==> src/rtl/multicycle_control_unit.sv <==
// Multi-cycle FETCH/DECODE/EXEC/MEM/WB control sequencer with single-step, halt and retire counter.
// Optional macro OVF_TRAP_EN: overflow in EXEC of an R/I instruction halts the core instead of writing back.
module multicycle_control_unit #(
  parameter logic [5:0] HALT_OPCODE = 6'h3F,
  parameter logic [3:0] ALU_ADD     = 4'h0,
  parameter int         CNT_W       = 32
) (
  input  logic             clk,
  input  logic             reset,
  input  logic             run,
  input  logic [5:0]       opcode,
  input  logic [5:0]       funct,
  input  logic             zero_flag,
  input  logic             negative_flag,
  input  logic             overflow_flag,
  output logic             updPc,
  output logic             reg_dst,
  output logic             wr_reg,
  output logic [3:0]       alu_control,
  output logic             alu_src,
  output logic             immSel,
  output logic             rdMem,
  output logic             wrMem,
  output logic             mToReg,
  output logic [2:0]       brOp,
  output logic             halted,
  output logic             illegal,
  output logic [2:0]       state,
  output logic [CNT_W-1:0] retired
);

  typedef enum logic [2:0] {
    S_FETCH  = 3'd0,
    S_DECODE = 3'd1,
    S_EXEC   = 3'd2,
    S_MEM    = 3'd3,
    S_WB     = 3'd4,
    S_HALT   = 3'd5
  } state_t;

  typedef enum logic [2:0] {K_R, K_I, K_LD, K_ST, K_BR, K_ILL, K_HALT} kind_t;

  state_t           r_state, w_state_next;
  kind_t            r_kind, w_kind;
  logic             r_reg_dst, w_reg_dst;
  logic [3:0]       r_alu_control, w_alu_control;
  logic             r_alu_src, w_alu_src;
  logic             r_imm_sel, w_imm_sel;
  logic             r_m_to_reg, w_m_to_reg;
  logic [2:0]       r_br_op, w_br_op;
  logic             r_illegal;
  logic [CNT_W-1:0] r_retired;
  logic             w_held;
  logic             w_unused_flags;

  // Flags feed branch resolution in the datapath; only overflow may matter here.
  assign w_unused_flags = ^{zero_flag, negative_flag, overflow_flag};

  // Instruction decode; illegal encodings leave every control field at 0 so they run as a NOP.
  always_comb begin
    w_kind        = K_ILL;
    w_reg_dst     = 1'b0;
    w_alu_control = 4'h0;
    w_alu_src     = 1'b0;
    w_imm_sel     = 1'b0;
    w_m_to_reg    = 1'b0;
    w_br_op       = 3'b000;
    if (opcode == HALT_OPCODE) begin
      w_kind = K_HALT;
    end else begin
      case (opcode[5:4])
        2'b00: begin
          if (funct[5:4] == 2'b00) begin
            w_kind        = K_R;
            w_alu_control = funct[3:0];
            w_reg_dst     = 1'b1;
            w_alu_src     = 1'b1;
          end
        end
        2'b01: begin
          w_kind        = K_I;
          w_alu_control = opcode[3:0];
        end
        2'b10: begin
          if (opcode[3:0] == 4'h0) begin
            w_kind        = K_LD;
            w_alu_control = ALU_ADD;
            w_m_to_reg    = 1'b1;
          end else if (opcode[3:0] == 4'h1) begin
            w_kind        = K_ST;
            w_alu_control = ALU_ADD;
          end
        end
        default: begin
          w_kind        = K_BR;
          w_br_op       = opcode[2:0];
          w_imm_sel     = (opcode[2:0] == 3'b001);
          w_alu_control = ALU_ADD;
        end
      endcase
    end
  end

  always_ff @(posedge clk) begin
    if (reset) begin
      r_state <= S_FETCH;
    end else begin
      r_state <= w_state_next;
    end
  end

  always_comb begin
    w_state_next = r_state;
    case (r_state)
      S_FETCH:  if (run) w_state_next = S_DECODE;
      S_DECODE: w_state_next = (w_kind == K_HALT) ? S_HALT : S_EXEC;
      S_EXEC: begin
        case (r_kind)
          K_R, K_I: begin
`ifdef OVF_TRAP_EN
            w_state_next = overflow_flag ? S_HALT : S_WB;
`else
            w_state_next = S_WB;
`endif
          end
          K_LD, K_ST: w_state_next = S_MEM;
          default:    w_state_next = S_FETCH;
        endcase
      end
      S_MEM:   w_state_next = (r_kind == K_LD) ? S_WB : S_FETCH;
      S_WB:    w_state_next = S_FETCH;
      S_HALT:  w_state_next = S_HALT;
      default: w_state_next = S_FETCH;
    endcase
  end

  // Decode is captured once, on leaving DECODE, so it stays stable for the rest of the instruction.
  always_ff @(posedge clk) begin
    if (reset) begin
      r_kind        <= K_R;
      r_reg_dst     <= 1'b0;
      r_alu_control <= 4'h0;
      r_alu_src     <= 1'b0;
      r_imm_sel     <= 1'b0;
      r_m_to_reg    <= 1'b0;
      r_br_op       <= 3'b000;
      r_illegal     <= 1'b0;
      r_retired     <= '0;
    end else begin
      if (r_state == S_DECODE) begin
        r_kind        <= w_kind;
        r_reg_dst     <= w_reg_dst;
        r_alu_control <= w_alu_control;
        r_alu_src     <= w_alu_src;
        r_imm_sel     <= w_imm_sel;
        r_m_to_reg    <= w_m_to_reg;
        r_br_op       <= w_br_op;
        if (w_kind == K_ILL) r_illegal <= 1'b1;
      end
      if (updPc) r_retired <= r_retired + CNT_W'(1);
    end
  end

  assign w_held = (r_state == S_EXEC) || (r_state == S_MEM) || (r_state == S_WB);

  always_comb begin
    updPc       = 1'b0;
    wr_reg      = 1'b0;
    rdMem       = 1'b0;
    wrMem       = 1'b0;
    brOp        = 3'b000;
    halted      = 1'b0;
    reg_dst     = w_held ? r_reg_dst     : 1'b0;
    alu_control = w_held ? r_alu_control : 4'h0;
    alu_src     = w_held ? r_alu_src     : 1'b0;
    immSel      = w_held ? r_imm_sel     : 1'b0;
    mToReg      = w_held ? r_m_to_reg    : 1'b0;
    case (r_state)
      S_EXEC: begin
        brOp  = r_br_op;
        updPc = (r_kind == K_BR) || (r_kind == K_ILL);
      end
      S_MEM: begin
        rdMem = (r_kind == K_LD);
        wrMem = (r_kind == K_ST);
        updPc = (r_kind == K_ST);
      end
      S_WB: begin
        wr_reg = 1'b1;
        rdMem  = (r_kind == K_LD);
        updPc  = 1'b1;
      end
      S_HALT:  halted = 1'b1;
      default: ;
    endcase
  end

  assign state   = r_state;
  assign illegal = r_illegal;
  assign retired = r_retired;

endmodule

==> config.mk <==
export PLATFORM = sky130hd
export DESIGN_NAME = multicycle_control_unit
export DESIGN_NICKNAME = d
export VERILOG_FILES = /design/src/rtl/multicycle_control_unit.sv
export SDC_FILE = /design/constraint.sdc
export NUM_CORES = 1
export LEC_CHECK = 0
export ABC_CLOCK_PERIOD_IN_PS = 4900
export CAP_MARGIN = 40
export CORE_AREA = 2 2 101 78
export DETAILED_ROUTE_END_ITERATION = 10
export DIE_AREA = 0 0 103 80
export PLACE_DENSITY_LB_ADDON = 0.3
export RECOVER_POWER = 50
export SYNTH_ARGS = -nofsm -noshare
export SYNTH_HDL_FRONTEND = slang
export SYNTH_SLANG_ARGS = --single-unit
==> constraint.sdc <==
create_clock -name clk -period 4.9 [get_ports clk]
set_clock_uncertainty 0.05 [all_clocks]
set_input_delay 0.49 -clock clk [delete_from_list [all_inputs] [get_ports clk]]
set_output_delay 0.49 -clock clk [all_outputs]
set_load 0.03 [all_outputs]
==> impl_metrics.ini <==
[layout]
mostFrequentLayoutCells = 49 x dfxtp_1, 35 x nor2_1, 33 x clkdlybuf4s50_1, 33 x dlygate4sd3_1, 31 x a21oi_1
syn_to_final_growth_pct = 34.0
layout.nets = 390
largest_register_ffs = 32
drive_gt1_share_pct = 3.76
antennaDiodeCount = 0
fin_util_pct = 45.8
final_common_cell = dfxtp_1

[sta]
tightest_slew_ps = 917
min_period_ps = 3210
setup_violations = 0
whs_ps = 409
hold_violations = 0
fin_tns_setup_ps = 0
fin_crit_sh_pct = 65.6
slew_viol_final = 0
rsz0062_at_grt = false
maxSlewHeadroom_pct = 38.9
fmax_mhz = 311

[run_status]
outcome = finished clean

[cts]
cts_tree = yes
cts.htree.levels = 2
cts_buffers = 5
cts_resized = 0
ctsHoldBuffers = 0
cts.sinks = 49
clockBufferDepth = 2
path_clk_slew_ps = 90
post_cts_buffers = 0
root_buffer = clkbuf_8
insertion_delay_ps = 300

[logic_synthesis]
ys_seq_elements = 49
syn-num-nets = 332
synth.area.top_cells = dfxtp_1 40%, a21oi_1 6.3%, nor2_1 5.3%, nand2_1 4.4%, o21ai_0 3.2%
avgSynthCellArea_um2 = 7.89
synth-seq-area-share_pct = 39.7
yosysTopAreaCellShare_pct = 39.7
synth_area_um2 = 2470
synth-edff-count = 0
ys.flop_type = dfxtp_1
yosysUniqueCellTypes = 43
syn_inst = 313
yosys.area.top_type = dfxtp_1
ys_async_sr_fraction_pct = 0
synth_warnings = 0

[worst_setup_path]
cp.arrival_ps = 2670
crit_required_ps = 4360
reg2reg_depth = 5
path_max_fanout = 11
crit_start = state[0]
cp-end-kind = primary output
timing.rr.end = retired[29]
cp-start-kind = flip-flop
r2r_start = state[2]
r2r_slack_ps = 2110
worstSetupPathType = flip-flop to primary output

[grt]
antenna_found_initial = 0
grt_pass1_wl_um = 10700
track_usage_pct = 16.5
gr-total-overflow = 0
grt_pass1_vias = 2156
grt_max_degree = 25

[power]
leakage_nw = 1.14
pwr-share-comb_pct = 11.3
ir_worst_vdd_v = 0.0000972
p_int_uw = 568
switchingPower_uw = 198
switching_share_pct = 25.9
p_per_area_nw_per_um2 = 231
clkPwrFrac_pct = 34.4
power_frac_seq_pct = 54.3

[routing]
dr_total_vias = 2447
vias_per_cell = 5.17
drc_errors = 0
wl_um = 6380
drt_first_pass_iters = 4
drt_iter0_markers = 112
wire_per_inst_um = 13.5
drtAntennaViolNets = 0

[placement]
gp_congestion = 0.767
hpwl_um = 4710
portBuffers = 66

[floorplan]
core_um2 = 7230
rows = 27
dieWidth_um = 103
ios = 70
die_y_um = 80
dieArea_um2 = 8240
initial_core_util_pct = 34.2

[hold_path]
min_from = r_m_to_reg
hold_path_class = flip-flop to flip-flop
holdPathStages = 2
hold_path_end = r_m_to_reg

[flow_run]
cap_violations = 0
## per-stage QoR
stage | setup slack (ps) | instances | instance area [µm²] | power, mW
detailed placement | 2230 | 465 | 3210 | 0.513
global placement | 2270 | 464 | 3200 | 0.510
CTS | 1900 | 473 | 3310 | 0.777
global route | 1360 | 473 | 3310 | 0.802
finish | 1690 | 473 | 3310 | 0.766
floorplan | 1860 | 313 | 2470 | 0.479
## worst max path at each step
| stage | slack, ps | endpoint |
|---|---|---|
| finish | 1690 | updPc |
| global route | 1360 | updPc |
| CTS | 1900 | reg_dst |
| detailed placement | 2230 | reg_dst |
| global placement | 2270 | alu_src |
| floorplan | 1860 | reg_dst |
## power by group through the flow
| stage | sequential, mW | combinational [mW] | clock [mW] |
|---|---|---|---|
| 2_1_floorplan | 0.427 | 0.0519 | 0 |
| 3_3_place_gp | 0.425 | 0.0853 | 0 |
| 3_5_place_dp | 0.425 | 0.0876 | 0 |
| 4_1_cts | 0.416 | 0.0882 | 0.273 |
| 5_1_grt | 0.418 | 0.0965 | 0.288 |
| 6_report | 0.416 | 0.0866 | 0.263 |
## cell usage after synthesis, types with 2 or more instances
cell and number:
or3_1 11, or4_1 10, nor3b_1 2, nand4_1 5, xor2_1 3, nor3_1 4, o211ai_1 2, or2_2 3
o41ai_1 2, o21ai_0 16, xnor2_1 8, nand2b_1 6, nand3_1 10, inv_1 8, nand2_1 29, nor2_1 35
a211oi_1 5, or4b_1 2, a21oi_1 31, o21bai_1 2, buf_2 3, and3_1 7, dfxtp_1 49, nor2b_1 10
clkbuf_1 14, a22oi_1 7, o31ai_1 9, o2111ai_1 4, o21ai_1 2
## area by class of cell
class                      instances  area, µm²
timing repair buffer              69        691
clock buffer                       7       96.3
sequential                        49        981
multi-input combinational        238       1380
clock inverter                     1       5.00
fill                             743       3920
inverter                           8       30.0
tap                              101        126
## kinds of logic after synthesis
logic type	Yosys count	synth area share, %
AND/OR/NAND/NOR	141	29.9
AO/OA/AOI/OAI	85	21.7
flip-flops	49	39.7
buffers and inverters	26	4.25
XOR/XNOR	11	3.90
adder cells (fa/ha/maj)	1	0.506
## critical path, stage by stage, from the launching register on
cell and delay [ps]:
dfxtp_1 410, and4b_1 330, o21ai_0 710, nand2_1 260, clkdlybuf4s50_1 660
## per-layer routing
layer	vias to the layer above	global-route usage, %	part of all wire (%)
met4	0	3.55	0.42
li1	1251	-	-
met1	1143	25.3	52
met2	51	23.6	44
met5	-	0	0
met3	2	3.06	4.0
No activity file was read; power rests on OpenSTA's default activity.
